[config.mk]
export PLATFORM = sky130hd
export DESIGN_NAME = control_sequencer
export DESIGN_NICKNAME = d
export VERILOG_FILES = /design/src/rtl/cpu_pkg.sv /design/src/rtl/mem_wait_counter.sv /design/src/rtl/control_sequencer.sv
export SDC_FILE = /design/constraint.sdc
export NUM_CORES = 1
export LEC_CHECK = 0
export CORE_AREA = 2 2 49 69
export DETAILED_ROUTE_END_ITERATION = 16
export DIE_AREA = 0 0 51 71
export HOLD_SLACK_MARGIN = 0.03
export PLACE_DENSITY = 0.83
export SLEW_MARGIN = 25
export SYNTH_ARGS = -nofsm -noshare
export SYNTH_HDL_FRONTEND = slang
export SYNTH_HIERARCHICAL = 1
export SYNTH_SLANG_ARGS = --single-unit
[constraint.sdc]
create_clock -name clock -period 6.6 [get_ports clock]
set_input_delay 1.32 -clock clock [delete_from_list [all_inputs] [get_ports clock]]
set_output_delay 1.32 -clock clock [all_outputs]
set_load 0.005 [all_outputs]
[src/rtl/cpu_pkg.sv]
// Shared definitions for the Mini SRC control path: opcodes, ALU encodings,
// sequencer step states and the datapath strobe bundle.
package cpu_pkg;

  localparam int unsigned OPCODE_W = 5;
  localparam int unsigned ALU_W    = 4;

  localparam logic [OPCODE_W-1:0] OP_LD   = 5'b00000;
  localparam logic [OPCODE_W-1:0] OP_LDI  = 5'b00001;
  localparam logic [OPCODE_W-1:0] OP_ST   = 5'b00010;
  localparam logic [OPCODE_W-1:0] OP_ADD  = 5'b00011;
  localparam logic [OPCODE_W-1:0] OP_SUB  = 5'b00100;
  localparam logic [OPCODE_W-1:0] OP_AND  = 5'b00101;
  localparam logic [OPCODE_W-1:0] OP_OR   = 5'b00110;
  localparam logic [OPCODE_W-1:0] OP_ADDI = 5'b01100;
  localparam logic [OPCODE_W-1:0] OP_ANDI = 5'b01101;
  localparam logic [OPCODE_W-1:0] OP_ORI  = 5'b01110;
  localparam logic [OPCODE_W-1:0] OP_BR   = 5'b10010;
  localparam logic [OPCODE_W-1:0] OP_IN   = 5'b10110;
  localparam logic [OPCODE_W-1:0] OP_OUT  = 5'b10111;
  localparam logic [OPCODE_W-1:0] OP_NOP  = 5'b11010;
  localparam logic [OPCODE_W-1:0] OP_HALT = 5'b11011;

  localparam logic [ALU_W-1:0] ALU_ADD = 4'b0000;
  localparam logic [ALU_W-1:0] ALU_SUB = 4'b0001;
  localparam logic [ALU_W-1:0] ALU_AND = 4'b0010;
  localparam logic [ALU_W-1:0] ALU_OR  = 4'b0011;

  typedef enum logic [3:0] {
    ST_T0, ST_T1, ST_T2, ST_T3, ST_T4, ST_T5, ST_T6, ST_T7, ST_HALT
  } step_e;

  typedef struct packed {
    logic pci;
    logic pco;
    logic pc_inc;
    logic iri;
    logic mari;
    logic mdri;
    logic mdro;
    logic ryi;
    logic zi;
    logic zlowo;
    logic csigno;
    logic gra;
    logic grb;
    logic grc;
    logic rin;
    logic rout;
    logic baout;
    logic ipo;
    logic opi;
    logic con_in;
    logic mem_read;
    logic mem_write;
  } strobes_t;

endpackage

[src/rtl/mem_wait_counter.sv]
// Counts MEM_LAT enabled cycles of a memory access and flags the final one.
module mem_wait_counter #(
  parameter int unsigned MEM_LAT = 1
) (
  input  logic clk_i,
  input  logic rst_i,
  input  logic en_i,
  output logic done_c_o
);

  localparam int unsigned CNT_W = (MEM_LAT > 1) ? $clog2(MEM_LAT) : 1;

  logic [CNT_W-1:0] cnt_q, cnt_d;

  assign done_c_o = en_i && (cnt_q == CNT_W'(MEM_LAT - 1));

  always_comb begin
    cnt_d = cnt_q;
    if (done_c_o) begin
      cnt_d = '0;
    end else if (en_i) begin
      cnt_d = cnt_q + CNT_W'(1);
    end
  end

  always_ff @(posedge clk_i or posedge rst_i) begin
    if (rst_i) cnt_q <= '0;
    else       cnt_q <= cnt_d;
  end

endmodule

[src/rtl/control_sequencer.sv]
// Hard-wired fetch/decode/execute sequencer driving all Mini SRC datapath strobes
// from the step state, the latched opcode and con_ff.
module control_sequencer
  import cpu_pkg::*;
#(
  parameter int unsigned MEM_LAT = 1
) (
  input  logic             clock,
  input  logic             clear,
  input  logic [31:0]      ir,
  input  logic             con_ff,
  input  logic             stop,
  output logic             pci,
  output logic             pco,
  output logic             pc_inc,
  output logic             iri,
  output logic             mari,
  output logic             mdri,
  output logic             mdro,
  output logic             ryi,
  output logic             zi,
  output logic             zlowo,
  output logic             csigno,
  output logic             gra,
  output logic             grb,
  output logic             grc,
  output logic             rin,
  output logic             rout,
  output logic             baout,
  output logic             ipo,
  output logic             opi,
  output logic             con_in,
  output logic             mem_read,
  output logic             mem_write,
  output logic [ALU_W-1:0] alu_op,
  output logic             run,
  output logic             illegal
);

  step_e                state_q, state_d;
  logic [OPCODE_W-1:0]  opcode_q, opcode_d;
  logic                 stop_pend_q, stop_pend_d;
  logic [OPCODE_W-1:0]  op_in;
  strobes_t             strb_c, out_c;
  logic [ALU_W-1:0]     alu_c;
  logic                 illegal_c, wait_en_c, wait_done_c, last_c;
  logic                 unused_ir_c;

  assign op_in       = ir[31 -: OPCODE_W];
  assign unused_ir_c = ^ir[31-OPCODE_W:0];

  mem_wait_counter #(.MEM_LAT(MEM_LAT)) u_wait (
    .clk_i    (clock),
    .rst_i    (clear),
    .en_i     (wait_en_c),
    .done_c_o (wait_done_c)
  );

  always_ff @(posedge clock or posedge clear) begin
    if (clear) begin
      state_q     <= ST_T0;
      opcode_q    <= '0;
      stop_pend_q <= 1'b0;
    end else begin
      state_q     <= state_d;
      opcode_q    <= opcode_d;
      stop_pend_q <= stop_pend_d;
    end
  end

  always_comb begin
    state_d     = state_q;
    opcode_d    = opcode_q;
    stop_pend_d = stop_pend_q | stop;
    strb_c      = '0;
    alu_c       = ALU_ADD;
    illegal_c   = 1'b0;
    wait_en_c   = 1'b0;
    last_c      = 1'b0;
    unique case (state_q)
      ST_T0: begin
        strb_c.pco = 1'b1; strb_c.mari = 1'b1; strb_c.pc_inc = 1'b1;
        state_d = ST_T1;
      end
      ST_T1: begin
        strb_c.mem_read = 1'b1; wait_en_c = 1'b1; strb_c.mdri = wait_done_c;
        if (wait_done_c) state_d = ST_T2;
      end
      ST_T2: begin
        strb_c.mdro = 1'b1; strb_c.iri = 1'b1;
        opcode_d = op_in;
        if (op_in == OP_HALT)     state_d = ST_HALT;
        else if (op_in == OP_NOP) last_c  = 1'b1;
        else                      state_d = ST_T3;
      end
      ST_T3: begin
        state_d = ST_T4;
        unique case (opcode_q)
          OP_ADD, OP_SUB, OP_AND, OP_OR, OP_ADDI, OP_ANDI, OP_ORI: begin
            strb_c.grb = 1'b1; strb_c.rout = 1'b1; strb_c.ryi = 1'b1;
          end
          OP_LDI, OP_LD, OP_ST: begin
            strb_c.grb = 1'b1; strb_c.baout = 1'b1; strb_c.ryi = 1'b1;
          end
          OP_BR: begin
            strb_c.gra = 1'b1; strb_c.rout = 1'b1; strb_c.con_in = 1'b1;
          end
          OP_IN: begin
            strb_c.ipo = 1'b1; strb_c.gra = 1'b1; strb_c.rin = 1'b1; last_c = 1'b1;
          end
          OP_OUT: begin
            strb_c.gra = 1'b1; strb_c.rout = 1'b1; strb_c.opi = 1'b1; last_c = 1'b1;
          end
          // undefined opcode: one flagged dead cycle, then behaves as nop
          default: begin
            illegal_c = 1'b1; last_c = 1'b1;
          end
        endcase
      end
      ST_T4: begin
        state_d = ST_T5;
        unique case (opcode_q)
          OP_ADD, OP_SUB, OP_AND, OP_OR: begin
            strb_c.grc = 1'b1; strb_c.rout = 1'b1; strb_c.zi = 1'b1;
          end
          OP_ADDI, OP_ANDI, OP_ORI, OP_LDI, OP_LD, OP_ST: begin
            strb_c.csigno = 1'b1; strb_c.zi = 1'b1;
          end
          OP_BR: begin
            strb_c.pco = 1'b1; strb_c.ryi = 1'b1;
          end
          default: last_c = 1'b1;
        endcase
        unique case (opcode_q)
          OP_SUB:          alu_c = ALU_SUB;
          OP_AND, OP_ANDI: alu_c = ALU_AND;
          OP_OR,  OP_ORI:  alu_c = ALU_OR;
          default:         alu_c = ALU_ADD;
        endcase
      end
      ST_T5: begin
        state_d = ST_T6;
        unique case (opcode_q)
          OP_ADD, OP_SUB, OP_AND, OP_OR, OP_ADDI, OP_ANDI, OP_ORI, OP_LDI: begin
            strb_c.zlowo = 1'b1; strb_c.gra = 1'b1; strb_c.rin = 1'b1; last_c = 1'b1;
          end
          OP_LD, OP_ST: begin
            strb_c.zlowo = 1'b1; strb_c.mari = 1'b1;
          end
          OP_BR: begin
            strb_c.csigno = 1'b1; strb_c.zi = 1'b1;
          end
          default: last_c = 1'b1;
        endcase
      end
      ST_T6: begin
        unique case (opcode_q)
          OP_LD: begin
            strb_c.mem_read = 1'b1; wait_en_c = 1'b1; strb_c.mdri = wait_done_c;
            if (wait_done_c) state_d = ST_T7;
          end
          OP_ST: begin
            strb_c.gra = 1'b1; strb_c.rout = 1'b1; strb_c.mdri = 1'b1;
            state_d = ST_T7;
          end
          OP_BR: begin
            strb_c.zlowo = 1'b1; strb_c.pci = con_ff; last_c = 1'b1;
          end
          default: last_c = 1'b1;
        endcase
      end
      ST_T7: begin
        unique case (opcode_q)
          OP_LD: begin
            strb_c.mdro = 1'b1; strb_c.gra = 1'b1; strb_c.rin = 1'b1; last_c = 1'b1;
          end
          OP_ST: begin
            strb_c.mem_write = 1'b1; wait_en_c = 1'b1; last_c = wait_done_c;
          end
          default: last_c = 1'b1;
        endcase
      end
      ST_HALT: state_d = ST_HALT;
      default: state_d = ST_T0;
    endcase
    // a pending or current stop request turns the instruction boundary into HALT
    if (last_c) begin
      state_d     = (stop || stop_pend_q) ? ST_HALT : ST_T0;
      stop_pend_d = 1'b0;
    end
  end

  assign out_c     = clear ? '0 : strb_c;
  assign alu_op    = clear ? '0 : alu_c;
  assign illegal   = ~clear & illegal_c;
  assign run       = (state_q != ST_HALT);

  assign pci       = out_c.pci;
  assign pco       = out_c.pco;
  assign pc_inc    = out_c.pc_inc;
  assign iri       = out_c.iri;
  assign mari      = out_c.mari;
  assign mdri      = out_c.mdri;
  assign mdro      = out_c.mdro;
  assign ryi       = out_c.ryi;
  assign zi        = out_c.zi;
  assign zlowo     = out_c.zlowo;
  assign csigno    = out_c.csigno;
  assign gra       = out_c.gra;
  assign grb       = out_c.grb;
  assign grc       = out_c.grc;
  assign rin       = out_c.rin;
  assign rout      = out_c.rout;
  assign baout     = out_c.baout;
  assign ipo       = out_c.ipo;
  assign opi       = out_c.opi;
  assign con_in    = out_c.con_in;
  assign mem_read  = out_c.mem_read;
  assign mem_write = out_c.mem_write;

endmodule

## Word-level counts from Yosys, hierarchy flattened

Cells that the tools add are included.
Widths: inputs -> output; s select.

- Add/subtract/negate cells: 1
- Equal/unequal tests: 28
- Mux-type cells: 59
- Bitwise logic cells: 4
- Reduce and logical (&&, ||, !) cells: 20

Operator list:

| cell | number |
|---|---|
| $pmux 4 s9 | 1 |
| $mux 4 | 8 |
| $mux 1 | 31 |
| $eq 5x5->1 const B | 5 |
| $mux 22 | 1 |
| $pmux 1 s2 | 10 |
| $eq 4x3->1 const B | 4 |
| $ne 4x4->1 const B | 4 |
| $eq 5x3->1 const B | 3 |
| $eq 5x4->1 const B | 3 |
| $reduce_or 13->1 | 1 |
| $reduce_or 11->1 | 1 |
| $eq 5x2->1 const B | 2 |
| $reduce_or 10->1 | 1 |
| $pmux 1 s3 | 3 |
| $reduce_or 3->1 | 3 |
| $reduce_or 9->1 | 1 |
| $eq 4x2->1 const B | 2 |
| $pmux 4 s2 | 1 |
| $reduce_or 2->1 | 4 |
| $reduce_or 8->1 | 1 |
| $pmux 2 s3 | 1 |
| $reduce_or 6->1 | 1 |
| $eq 5x1->1 const B | 1 |
| other kinds (18) | 19 |

- Bits in registers: 11
- Input port bits: 36
- Output and inout port bits: 28
- Logic and storage cells: 116

## Depth between registers and ports, before layout

Gate-level depths: netlist (run 1).

- Depth after elaboration: 8
- Mapped depth: 11
- Mapped depth without buffers: 10

## Hierarchy

Netlist (run 1), hierarchy kept.

Modules (own cells, without submodules):

| module | times used | cells an instance | area an instance (µm²) |
|---|---|---|---|
| control_sequencer | 1 | 169 | 1211.2 |
| mem_wait_counter | 1 | 4 | 43.8 |

## Worst setup path after synthesis (run 1)

Ideal clock, no wire load.

- Path type: input to output
- Start point: input port clear
- End point: output port ryi
- Arrival: 2427 ps
- Data required time: 5280 ps
- Slack: 2853 ps
- Cell stages on the path: 5
- Buffers on the path: 1
- Path through: clkbuf_1 -> inv_1 -> nand4_1 -> nor3_1 -> o21bai_1

- Cells in the longest elaborated chain, start to end: 1

Ends and longest elaborated chain:

| item | RTL line | text |
|---|---|---|
| start: declaration | control_sequencer.sv:9 | `input logic clear,` |
| $mux 22 | control_sequencer.sv:193 | `assign out_c = clear ? '0 : strb_c;` |
| end: declaration | control_sequencer.sv:20 | `output logic ryi,` |

No other way between the ends.

## Final worst setup path (run 1)

Same ends and word-level chain as after synthesis.

==> reports/qor.csv, run 1 <==
metric,value,unit
antenna_found_initial,0,
cp.required,5.28,ns
io_buffers,34,
clkPwrFrac,0.106,
swShare,0.502,
rows,24,
p_switching,0.323,mW
cp_max_fo,15,
die_height,71,um
gp_routability_congestion,0.818,
place_hpwl,2340,um
start_util,0.414,
synth_commonest_cells,"nor2_1 (18), nand2_1 (12), dfrtp_1 (11), nor3_1 (11), a21oi_1 (10)",
totalWireLength,3170,um
cts.sink_count,11,
hold_path_class,reg -> reg,
path_cells,clkdlybuf4s50_1 -> inv_1 -> nand4_1 -> nor3_1 -> o21bai_1 -> clkdlybuf4s50_1,
synth.distinct_cells,50,
design_area,0.00160,mm^2
synth_area_leaders,"dfrtp_1 (22%), nor2_1 (5.4%), nor3_1 (4.4%), a21oi_1 (4.0%), nor2b_1 (4.0%)",
tns,0,ns
path_buf_inv,3,
path_clk_slew,0.05,ns
worst-setup-path-type,in -> out,
clock_tree.root_cell,clkbuf_8,
ys_seq_elements,11,
synth_area_per_cell,7.25,um^2
fmax,206,MHz
grt-ovfl-total,0,
finalHoldViolations,0,
cts_tree,built,
setup_viol,0,
drtIter0Drc,35,
synth_most_common_cell,nor2_1,
powerDensity,401,mW/mm^2
cp_top_family,buffers and inverters,
critPathMostFrequentCell,clkdlybuf4s50_1,
worst_hold_slack,0.501,ns
cts_resized,0,
netlist_instances,173,
reg2reg_slack,3.81,ns
grt_max_degree,26,
period_needed,4.86,ns
die_area,0.00362,mm^2
max_stage_delay,0.55,ns
clkLatencyLatePin,0.24,ns
crit_path_end_kind,output port,
relSlewSlack,0.516,
fin_skew,0.00681,ns
synth_edf_count,0,
critPathLaunchType,input pin,
arrival,3.54,ns
post_cts_buffers,0,
detail_route.first_pass.iterations,4,
io_pins,64,
wire_per_inst,13.6,um
drcViolationCount,0,
synth_area,0.00125,mm^2
intPower,0.320,mW
report.final.slew_viol_count,0,
num_vias,1301,
detail-route-antenna-nets,0,
place_area,0.00156,mm^2
tightest_slew,0.726,ns
grt_pass1_vias,1186,
postCtsHoldBufs,0,
synth_top_area_frac,0.219,
power_frac_comb,0.548,
ys_seq_area_frac,0.219,
yosys_warnings,6,
coreArea,0.00303,mm^2
cts_max_level,1,
ir_worst_vdd,220,uV
ys.flop_type,dfrtp_1,
nets,231,
grtUsageTotal,0.190,
async_flop_share,1.00,
worst_path_max_delay_cell,clkdlybuf4s50_1,
die_x,51,um
yosysTopAreaCell,dfrtp_1,
numCtsBuffers,3,
syn2layout_area_growth,27.6,%
p_seq_frac,0.345,
period_share,0.736,
drv_cap,0,
clock_path_buffers,2,
grt_pass1_wl,5380,um
antenna_cells,0,
vias_per_cell,5.58,
drive_gt1_frac,0.0876,
rsz0062_at_grt,false,
status,completed,
leakagePower,0.574,nW
fin_util,0.528,
[power groups by stage]
stage               clock network, mW  logic, mW  registers [mW]
CTS                            0.0704      0.352           0.218
finish                         0.0683      0.352           0.222
global route                   0.0743      0.397           0.232
detailed placement                  0      0.350           0.220
global placement                    0      0.342           0.218
floorplan                           0      0.380           0.113
[per-layer routing]
layer,track usage,routed length (um),up-vias
met4,0.0931,69,0
met1,0.228,1340,599
met2,0.330,1660,29
met3,0.0190,98,6
met5,0,0,-
li1,-,-,667
[sequential cells by signal (all words and copies together) (netlist names)]
register	cells
opcode_q	5
state_q	4
stop_pend_q	1
u_wait/cnt_q	1
[final timing paths]
check,start,endpoint,cells past startpoint
max,clear,ryi,6
max reg2reg,state_q[0]$_DFFE_PP0P_,state_q[3]$_DFFE_PP0P_,8
min reg2reg,u_wait/cnt_q$_DFFE_PP0P_,u_wait/cnt_q$_DFFE_PP0P_,1
min in group asynchronous,clear,u_wait/cnt_q$_DFFE_PP0P_,2
min,u_wait/cnt_q$_DFFE_PP0P_,u_wait/cnt_q$_DFFE_PP0P_,1
max in group asynchronous,clear,state_q[2]$_DFFE_PP0P_,2
[cells by family (layout without fill, tap and decap cells)]
| family | Yosys count | in the layout | share of synthesized area |
|---|---|---|---|
| AO/OA/AOI/OAI | 38 | 38 | 0.203 |
| XOR/XNOR | 3 | 3 | 0.0209 |
| adder cells (fa/ha/maj) | 1 | 1 | 0.00798 |
| buffers and inverters | 24 | 44 | 0.0917 |
| flip-flops | 11 | 11 | 0.219 |
| multiplexers | 4 | 4 | 0.0349 |
| other | 1 | 2 | 0.00299 |
| AND/OR/NAND/NOR | 91 | 91 | 0.419 |
[area by class of cell]
cell class / count / area, um^2
Clock buffer: 3 / 41.3
Clock inverter: 1 / 5.00
Fill cell: 298 / 1430
Inverter: 6 / 22.5
Multi-Input combinational cell: 139 / 868
Sequential cell: 11 / 275
Tap cell: 39 / 48.8
Timing Repair Buffer: 34 / 340
[per-stage QoR]
| step | cells | total power, mW | setup slack, ns |
|---|---|---|---|
| 2_1_floorplan | 174 | 0.493 | 2.85 |
| 3_5_place_dp | 229 | 0.569 | 1.71 |
| 4_1_cts | 233 | 0.641 | 1.71 |
| 3_3_place_gp | 229 | 0.560 | 1.70 |
| 6_report | 233 | 0.643 | 1.74 |
| 5_1_grt | 233 | 0.704 | 1.45 |
[placed cells by master, fill, tap and decap left out, types with 4 or more instances in the layout]
cell and instances:
nor2_1 18, and3_1 5, nand2b_1 5, inv_1 6, nor3_1 11, clkdlybuf4s50_1 34, nor2b_1 8, a21oi_1 10
nor4_1 7, nand2_1 12, dfrtp_1 11, o21ai_0 7, nand3_1 4
Note: power is estimated with default switching activity, not from simulation.
==> run 2: changes to the inputs <==
Settings changed: CORE_AREA 2 2 49 69 to 2 2 51 72, DIE_AREA 0 0 51 71 to 0 0 53 74, PLACE_DENSITY 0.83 to 0.77.
Clock period 6.6 ns to 4.55 ns, I/O delays scaled along.
==> run 2 against run 1 <==
  * Hold slack better by 0.0026 ns
  * Critical endpoint unchanged
  * Count of clock-buffer cells in the layout is the same
  * Final cell count up 2.1%
  * Via count rose by 2.1%
  * Combinational power grew 71%
  * Routed wire length grew 0.32%
  * Total power increased by 48%
  * Critical path depth stayed put
  * Critical path type unchanged
  * Sequential cell count did not move
==> reports/qor.csv, run 2 (synthesis gave the netlist of run 1 again) <==
metric,value,unit,change
totalWireLength,3180,um,was 3170 um
power_frac_comb,0.634,,was 0.548
post_cts_buffers,0,,unchanged
antenna_cells,0,,unchanged
antenna_found_initial,0,,unchanged
path_clk_slew,0.05,ns,about the same
crit_path_end_kind,output port,,unchanged
relSlewSlack,0.537,,was 0.516
drcViolationCount,0,,unchanged
cp.required,3.64,ns,was 5.28 ns
final_cell_mix,"clkdlybuf4s50_1 (34), nor2_1 (18), nand2_1 (12), nor3_1 (11), dfrtp_1 (11)",,unchanged
syn2layout_area_growth,30.1,%,was 27.6%
die_area,0.00392,mm^2,was 0.00362 mm^2
vias_per_cell,5.58,,about the same
start_util,0.382,,was 0.414
swShare,0.491,,was 0.502
arrival,2.76,ns,was 3.54 ns
wl_met2,1690,um,was 1660 um
holdCritStartpoint,u_wait/cnt_q$_DFFE_PP0P_,,unchanged
fillers,333,,was 298
detail_route.first_pass.iterations,4,,unchanged
max_stage_delay,0.55,ns,about the same
cts_resized,0,,unchanged
clock_path_buffers,2,,unchanged
place_area,0.00159,mm^2,was 0.00156 mm^2
top_register,opcode_q,,unchanged
grtUsageTotal,0.169,,was 0.190
cp_max_fo,9,,was 15
coreArea,0.00328,mm^2,was 0.00303 mm^2
ir_worst_vdd,298,uV,was 220 uV
critPathMostFrequentCell,clkdlybuf4s50_1,,unchanged
place_hpwl,2380,um,was 2340 um
grt_pass1_wl,5040,um,was 5380 um
die_x,53,um,was 51 um
postCtsHoldBufs,0,,unchanged
drv_cap,0,,unchanged
io_pins,64,,unchanged
powerDensity,581,mW/mm^2,was 401 mW/mm^2
setup_viol,0,,unchanged
wl_met3,85,um,was 98 um
clkLatencyLatePin,0.24,ns,about the same
grt_pass1_vias,1127,,"was 1,186"
rows,25,,was 24
largest_register_ffs,5,,unchanged
period_share,0.807,,
cts.sink_count,11,,unchanged
nets,235,,was 231
wl_met1,1350,um,was 1340 um
detail-route-antenna-nets,0,,unchanged
finalHoldViolations,0,,unchanged
report.final.slew_viol_count,0,,unchanged
drtIter0Drc,31,,was 35
p_seq_frac,0.261,,was 0.345
intPower,0.483,mW,was 0.320 mW
critPathLaunchType,input pin,,unchanged
dr.max_layer_used,met4,,unchanged
startpoint,clear,,unchanged
tightest_slew,0.688,ns,was 0.726 ns
num_vias,1328,,"was 1,301"
reg2reg_from,state_q[3]$_DFFE_PP0P_,,was state_q[0]$_DFFE_PP0P_
drive_gt1_frac,0.106,,was 0.0876
layout_commonest_cell,clkdlybuf4s50_1,,unchanged
status,completed,,unchanged
regArea,275,um^2,unchanged
grt-ovfl-total,0,,unchanged
hold_path_class,reg -> reg,,unchanged
path_cells,clkdlybuf4s50_1 -> inv_1 -> nand4_1 -> nor3_1 -> o21bai_1 -> clkdlybuf4s50_1,,unchanged
p_switching,0.466,mW,was 0.323 mW
fmax,272,MHz,
io_buffers,34,,unchanged
worst-setup-path-type,in -> out,,unchanged
multi_input_area,868,um^2,unchanged
gp_routability_congestion,0.779,,was 0.818
fin_skew,0.00366,ns,was 0.00681 ns
cts_max_level,1,,unchanged
tns,0,ns,unchanged
wire_per_inst,13.3,um,was 13.6 um
rsz0062_at_grt,false,,unchanged
die_height,74,um,was 71 um
grt_max_degree,25,,was 26
cts_tree,built,,unchanged
biggestRegsByFlops,"opcode_q (5), state_q (4)",,unchanged
design_area,0.00163,mm^2,was 0.00160 mm^2
numCtsBuffers,3,,unchanged
clkPwrFrac,0.105,,was 0.106
worst_path_max_delay_cell,clkdlybuf4s50_1,,unchanged
worst_hold_slack,0.503,ns,was 0.501 ns
clock_tree.root_cell,clkbuf_8,,unchanged
period_needed,3.67,ns,
leakagePower,0.593,nW,was 0.574 nW
==> run 2: per-stage QoR <==
stage	total power [mW]	std cells	util	worst slack [ns]
global route	1.04	238	0.497	0.716
CTS	0.948	238	0.497	0.894
floorplan	0.715	174	-	1.62
global placement	0.839	234	0.483	0.889
finish	0.949	238	0.497	0.880
detailed placement	0.846	234	0.483	0.887
==> run 2: worst max-delay path, delay by kind of cell <==
| kind | cells | cell delay [ns] |
|---|---|---|
| simple gates | 2 | 0.46 |
| compound gates | 1 | 0.14 |
| buf+inv | 3 | 1.23 |
==> run 2: power groups by stage <==
| stage | Clock (mW) | Sequential [mW] | Combinational [mW] |
|---|---|---|---|
| after global placement | 0 | 0.245 | 0.593 |
| after detailed placement | 0 | 0.247 | 0.599 |
| after global routing | 0.106 | 0.258 | 0.673 |
| after floorplan | 0 | 0.164 | 0.551 |
| after CTS | 0.100 | 0.245 | 0.603 |
| final | 0.0997 | 0.247 | 0.602 |
==> run 2: final cells by class <==
cell class	instances	share of cell area
multi-input combinational	139	0.532
sequential	11	0.169
clock inverter	1	0.00307
timing repair buffer	38	0.227
tap	40	0.0307
inverter	6	0.0138
clock buffer	3	0.0253
==> run 2: worst paths after layout <==
kind / end / slack [ns] / cells past startpoint
max: ryi / 0.88 / 6
min: u_wait/cnt_q$_DFFE_PP0P_ / 0.50 / 1
max reg2reg: state_q[3]$_DFFE_PP0P_ / 1.94 / 9
min reg2reg: u_wait/cnt_q$_DFFE_PP0P_ / 0.50 / 1
max in group asynchronous: state_q[3]$_DFFE_PP0P_ / 3.13 / 3
min in group asynchronous: u_wait/cnt_q$_DFFE_PP0P_ / 1.02 / 2
==> run 2: per-layer routing <==
layer	track usage	vias up
met5	0	-
met4	0.0513	0
met3	0.0181	4
met2	0.319	35
met1	0.194	609
li1	-	680
==> run 3: changes to the inputs <==
Settings changed: CORE_AREA 2 2 51 72 to 2 2 53 75, DIE_AREA 0 0 53 74 to 0 0 55 77, PLACE_DENSITY 0.77 to 0.75.
Clock period 4.55 ns to 3.3 ns, I/O delays scaled along.
==> run 3 against run 2 <==
  * Sequential power is 21% higher
  * Die area is 8.0% higher
  * Via count is 5.8% higher
==> reports/qor.csv, run 3 (synthesis gave the netlist of run 1 again) <==
metric,value,unit,change
status,completed,,unchanged
path_cells,buf_4 -> nor3b_1 -> o21bai_1 -> a31oi_1 -> clkdlybuf4s50_1,,was clkdlybuf4s50_1 -> inv_1 -> nand4_1 -> nor3_1 -> o21bai_1 -> clkdlybuf4s50_1
place_ws,0.324,ns,was 0.887 ns
rows,26,,was 25
drv_cap,0,,unchanged
critPathLaunchType,register,,was input pin
io_buffers,34,,unchanged
p_seq_frac,0.212,,was 0.261
leakagePower,0.649,nW,was 0.593 nW
clkLatencyLatePin,0.25,ns,was 0.24 ns
relSlewSlack,0.625,,was 0.537
detail-route-antenna-nets,0,,unchanged
tightest_slew,0.561,ns,was 0.688 ns
power_frac_comb,0.689,,was 0.634
path_clk_slew,0.05,ns,about the same
start_util,0.351,,was 0.382
antenna_found_initial,0,,unchanged
cts.sink_count,11,,unchanged
reg2reg_slack,0.95,ns,was 1.94 ns
hold_path_class,reg -> reg,,unchanged
gp_routability_congestion,0.813,,was 0.779
drcViolationCount,0,,unchanged
die_x,55,um,was 53 um
top_register,opcode_q,,unchanged
totalWireLength,3430,um,was 3180 um
setup_viol,0,,unchanged
nets,246,,was 235
crit_path_end_kind,output port,,unchanged
cp_max_fo,10,,was 9
reg2reg_from,state_q[1]$_DFFE_PP0P_,,was state_q[3]$_DFFE_PP0P_
coreArea,0.00358,mm^2,was 0.00328 mm^2
fin_skew,0.00453,ns,was 0.00366 ns
worst-setup-path-type,reg -> out,,was in -> out
cp.required,2.64,ns,was 3.64 ns
intPower,0.729,mW,was 0.483 mW
grtUsageTotal,0.180,,was 0.169
worst_path_max_delay_cell,dfrtp_1,,was clkdlybuf4s50_1
antenna_cells,0,,unchanged
syn2layout_area_growth,37.2,%,was 30.1%
grt_pass1_vias,1253,,"was 1,127"
holdPathStages,1,,unchanged
place_hpwl,2620,um,was 2380 um
holdCritStartpoint,u_wait/cnt_q$_DFFE_PP0P_,,unchanged
report.final.slew_viol_count,0,,unchanged
drive_gt1_frac,0.163,,was 0.106
biggestRegsByFlops,"opcode_q (5), state_q (4)",,unchanged
cts_max_level,1,,unchanged
numCtsBuffers,3,,unchanged
period_share,0.928,,
largest_register_ffs,5,,unchanged
post_cts_buffers,0,,unchanged
path_buf_inv,2,,was 3
worstRegToRegCells,8,,was 9
r2r_end,state_q[3]$_DFFE_PP0P_,,unchanged
worst_slack,0.238,ns,was 0.880 ns
arrival,2.40,ns,was 2.76 ns
powerDensity,815,mW/mm^2,was 581 mW/mm^2
swShare,0.480,,was 0.491
max_stage_delay,0.58,ns,was 0.55 ns
die_area,0.00424,mm^2,was 0.00392 mm^2
ir_worst_vdd,363,uV,was 298 uV
final_cell_mix,"clkdlybuf4s50_1 (34), nor2_1 (17), buf_4 (15), nand2_1 (12), nor3_1 (11)",,"was clkdlybuf4s50_1 (34), nor2_1 (18), nand2_1 (12), nor3_1 (11), dfrtp_1 (11)"
tns,0,ns,unchanged
period_needed,3.06,ns,
cts_tree,built,,unchanged
grt-ovfl-total,0,,unchanged
die_height,77,um,was 74 um
clock_tree.root_cell,clkbuf_8,,unchanged
io_pins,64,,unchanged
clkPwrFrac,0.099,,was 0.105
clock_path_buffers,2,,unchanged
detail_route.first_pass.iterations,4,,unchanged
finalHoldViolations,0,,unchanged
startpoint,opcode_q[2]$_DFFE_PP0P_,,was clear
cp_top_family,buffers and inverters,,unchanged
layout_commonest_cell,clkdlybuf4s50_1,,unchanged
rsz0062_at_grt,false,,unchanged
vias_per_cell,5.60,,was 5.58
fmax,327,MHz,
num_vias,1405,,"was 1,328"
hold-path-endpoint,u_wait/cnt_q$_DFFE_PP0P_,,unchanged
p_switching,0.674,mW,was 0.466 mW
drtIter0Drc,35,,was 31
grt_max_degree,19,,was 25
grt_pass1_wl,5770,um,was 5040 um
wire_per_inst,13.6,um,was 13.3 um
-- run 3: cell count changes in the layout (fill, tap and decap cells not counted), sizes merged --
cell  change
buf      +11
-- run 3: through the flow --
step / power, mW / area (um^2) / instances / util / hold WS, ns
final: 1.40 / 1720 / 251 / 0.481 / 0.495
after global routing: 1.54 / 1720 / 251 / 0.481 / 0.554
after CTS: 1.40 / 1720 / 251 / 0.480 / 0.508
after detailed placement: 1.25 / 1670 / 247 / 0.467 / 0.493
after global placement: 1.23 / 1670 / 247 / 0.467 / 0.483
after floorplan: 0.986 / 1260 / 174 / - / 0.389
-- run 3: worst register-to-register path: stages, from the launching register on --
cell	delay [ns]
dfrtp_1	0.48
nor2b_1	0.20
a41oi_1	0.31
o21ai_1	0.13
and2b_2	0.25
nand3b_1	0.16
a22oi_1	0.19
o211ai_2	0.18
a221o_1	0.34
-- run 3: worst max-delay path by stage --
| stage | slack (ns) | end | depth (start not counted) |
|---|---|---|---|
| after floorplan | 0.87 | ryi | 5 |
| after global placement | 0.30 | ryi | 6 |
| after detailed placement | 0.32 | ryi | 6 |
| after CTS | 0.11 | mdri | 7 |
| after global routing | 0.01 | mdri | 7 |
| final | 0.24 | gra | 5 |
-- run 3: what timing repair did --
item | in CTS | in global routing
gates resized for setup | 0 | 3
hold buffers | 0 | 0
setup endpoints to repair | 0 | 2
-- run 3: area by class of cell --
class | count | area (um^2)
Tap cell | 42 | 52.6
Multi-Input combinational cell | 139 | 871
Clock inverter | 1 | 5.00
Sequential cell | 11 | 277
Clock buffer | 3 | 41.3
Fill cell | 391 | 1860
Timing Repair Buffer | 49 | 453
Inverter | 6 | 22.5
-- run 3: layer usage --
layer | vias to the layer above | part of all wire | global-route usage
met5 | - | 0 | 0
met3 | 12 | 0.033 | 0.0233
met1 | 659 | 0.42 | 0.218
li1 | 698 | - | -
met2 | 36 | 0.52 | 0.302
met4 | 0 | 0.027 | 0.0756
-- run 3: power by group through the flow --
stage          Clock, mW  Sequential [mW]  Combinational (mW)
2_1_floorplan          0            0.226               0.760
3_3_place_gp           0            0.290               0.942
3_5_place_dp           0            0.294               0.957
4_1_cts            0.141            0.292               0.962
5_1_grt            0.147            0.309                1.08
6_report           0.139            0.298               0.966
==> RTL change, RTL diff (settings of run 1) <==
The 9 values of `step_e` get a Gray code encoding in 4 bits.
--- a/src/rtl/cpu_pkg.sv
+++ b/src/rtl/cpu_pkg.sv
@@ -27,7 +27,7 @@
   localparam logic [ALU_W-1:0] ALU_OR  = 4'b0011;
 
   typedef enum logic [3:0] {
-    ST_T0, ST_T1, ST_T2, ST_T3, ST_T4, ST_T5, ST_T6, ST_T7, ST_HALT
+    ST_T0 = 4'b0000, ST_T1 = 4'b0001, ST_T2 = 4'b0011, ST_T3 = 4'b0010, ST_T4 = 4'b0110, ST_T5 = 4'b0111, ST_T6 = 4'b0101, ST_T7 = 4'b0100, ST_HALT = 4'b1100
   } step_e;
 
   typedef struct packed {
Behaviour: no difference found for any inputs over 10 cycles, from zero or initial values; not proved beyond that.
==> RTL change against run 1 <==
Power down 18%; combinational power shrank 26%; count of clock-buffer cells in the layout did not move; via count shrank 2.8%; setup slack lost 0.095 ns; critical path depth fell by 1; design area decreased by 1.3%; area after synthesis shrank 2.8%; wire length up 1.3%; sequential cell count did not move; sequential power shrank 12%.
==> RTL change: results (changes against run 1) <==
set qor(post-cts-setup-buffers) 0 ;# unchanged
set qor(cellLeakagePower_nw) 0.588 ;# +2.5%
set qor(synth.area.top_cells) {dfrtp_1 23%, nand2_1 5.2%, nor2_1 4.9%}
set qor(numPlacedInstances) 222 ;# -3.1%
set qor(worst_slew_pin_slew_ns) 0.750 ;# +0.0236 ns
set qor(synth.yosys.seq_area_share) 0.226 ;# +0.00630
set qor(grt_util_met2) 0.319 ;# -0.0115
set qor(grt_first_pass_wirelength_um) 5260 ;# -2.1%
set qor(synth_cell_types) 51 ;# +2.0%
set qor(post_cts_resized) 0 ;# unchanged
set qor(fin_skew_ns) 0.00309 ;# -0.00373 ns
set qor(run_status) {complete, no violations}
set qor(worstPathMaxFanout) 12 ;# -3
set qor(asyncSetResetFlopFracSynth) 1.00 ;# unchanged
set qor(htree_num_levels) 1 ;# unchanged
set qor(grt_max_degree) 18 ;# -31%
set qor(crit_arrival_ns) 3.63 ;# +0.09 ns
set qor(share_of_final_layout_standard_cells_stronger_than_drive_strength_1) 0.0856 ;# -0.00207
set qor(post_placement_setup_slack_ns) 1.61 ;# -0.0963 ns
set qor(critical_path.top_delay_family) {buffers and inverters}
set qor(hpwlAfterDp_um) 2390 ;# +2.4%
set qor(max_stage_delay_ns) 0.63 ;# +0.08 ns
set qor(clock_insertion_delay_at_the_later_pin_of_the_skew_report_ns) 0.25
set qor(grt.met1_usage) 0.213 ;# -0.0151
set qor(critPathSlowestCell) {clkdlybuf4s50_1}
set qor(totalWireLength_um) 3210 ;# +1.3%
set qor(number_of_global_route_vias_before_repair) 1167 ;# -1.6%
set qor(routed-via-count) 1264 ;# -2.8%
set qor(diodes) 0 ;# unchanged
set qor(first_iteration_detailed_routing_drc_count) 40 ;# +14%
set qor(drt-pass1-iter-count) 4 ;# unchanged
set qor(vdd_ir_drop_max_uv) 193 ;# -12%
set qor(routabilityCongestion) 0.859 ;# +5.0%
set qor(grt.met3_usage) 0.0359 ;# +0.0169
set qor(clk_pin_slew_worst_paths_ns) 0.06
set qor(grt_util_all_layers) 0.185 ;# -0.00533
set qor(synth.top_cells.by_count) {17 x nand2_1, 16 x nor2_1, 11 x dfrtp_1}
set qor(synth_area_per_cell_sq_um) 7.53 ;# +3.8%
set qor(drt-wirelength-per-cell_um) 14.2 ;# +4.4%
[RTL change: changes by cell type after synthesis, sizes merged, moves of 4 or more]
cell    delta
nor4       -7
nor3       -5
nand2      +5
a21oi      -6
clkbuf     -5
nand3      +4
mux2i      +4
[RTL change: layout make-up]
cell class | instances | area [sq um]
flip-flops and latches | 11 | 275
repair buffers | 34 | 340
well taps | 39 | 48.8
clock inverters | 1 | 5.00
multi-input cells | 130 | 840
inverters | 8 | 30.0
fillers | 301 | 1450
clock buffers | 3 | 41.3
[RTL change: through the flow]
| stage | hold WS, ns | instance area (sq um) | util |
|---|---|---|---|
| 2_1_floorplan | 0.456 | 1220 | - |
| 3_3_place_gp | 0.481 | 1530 | 0.506 |
| 3_5_place_dp | 0.491 | 1530 | 0.506 |
| 4_1_cts | 0.507 | 1580 | 0.521 |
| 5_1_grt | 0.545 | 1580 | 0.521 |
| 6_report | 0.499 | 1580 | 0.521 |
[RTL change: power breakdown]
group / total (mW) / switching [mW] / internal [mW]
Clock: 0.0713 / 0.0295 / 0.0417
Sequential: 0.196 / 0.101 / 0.0951
Combinational: 0.260 / 0.129 / 0.131
[RTL change: cell families after synthesis]
logic type / count (synthesis) / synth area share
buf+inv: 22 / 0.0892
flops: 11 / 0.226
compound gates: 35 / 0.215
mux: 5 / 0.0410
other cells: 1 / 0.00307
xor+xnor: 4 / 0.0287
simple gates: 84 / 0.397
[RTL change: per-layer routing]
metal / routed length [um] / up-vias
met5: 0 / -
met4: 59 / 0
met3: 137 / 8
met2: 1720 / 40
met1: 1290 / 597
li1: - / 619
[RTL change: path summary, 6_finish.rpt]
check	from	end	slack, ns	cells past startpoint
worst max-delay path	clear	baout	1.65	5
worst min-delay path	u_wait/cnt_q$_DFFE_PP0P_	u_wait/cnt_q$_DFFE_PP0P_	0.50	1
min in group asynchronous	clear	u_wait/cnt_q$_DFFE_PP0P_	1.51	2
worst max register to register	opcode_q[2]$_DFFE_PP0N_	state_q[0]$_DFFE_PP0P_	4.01	10
max in group asynchronous	clear	opcode_q[0]$_DFFE_PP0N_	4.56	2
worst min register to register	u_wait/cnt_q$_DFFE_PP0P_	u_wait/cnt_q$_DFFE_PP0P_	0.50	1
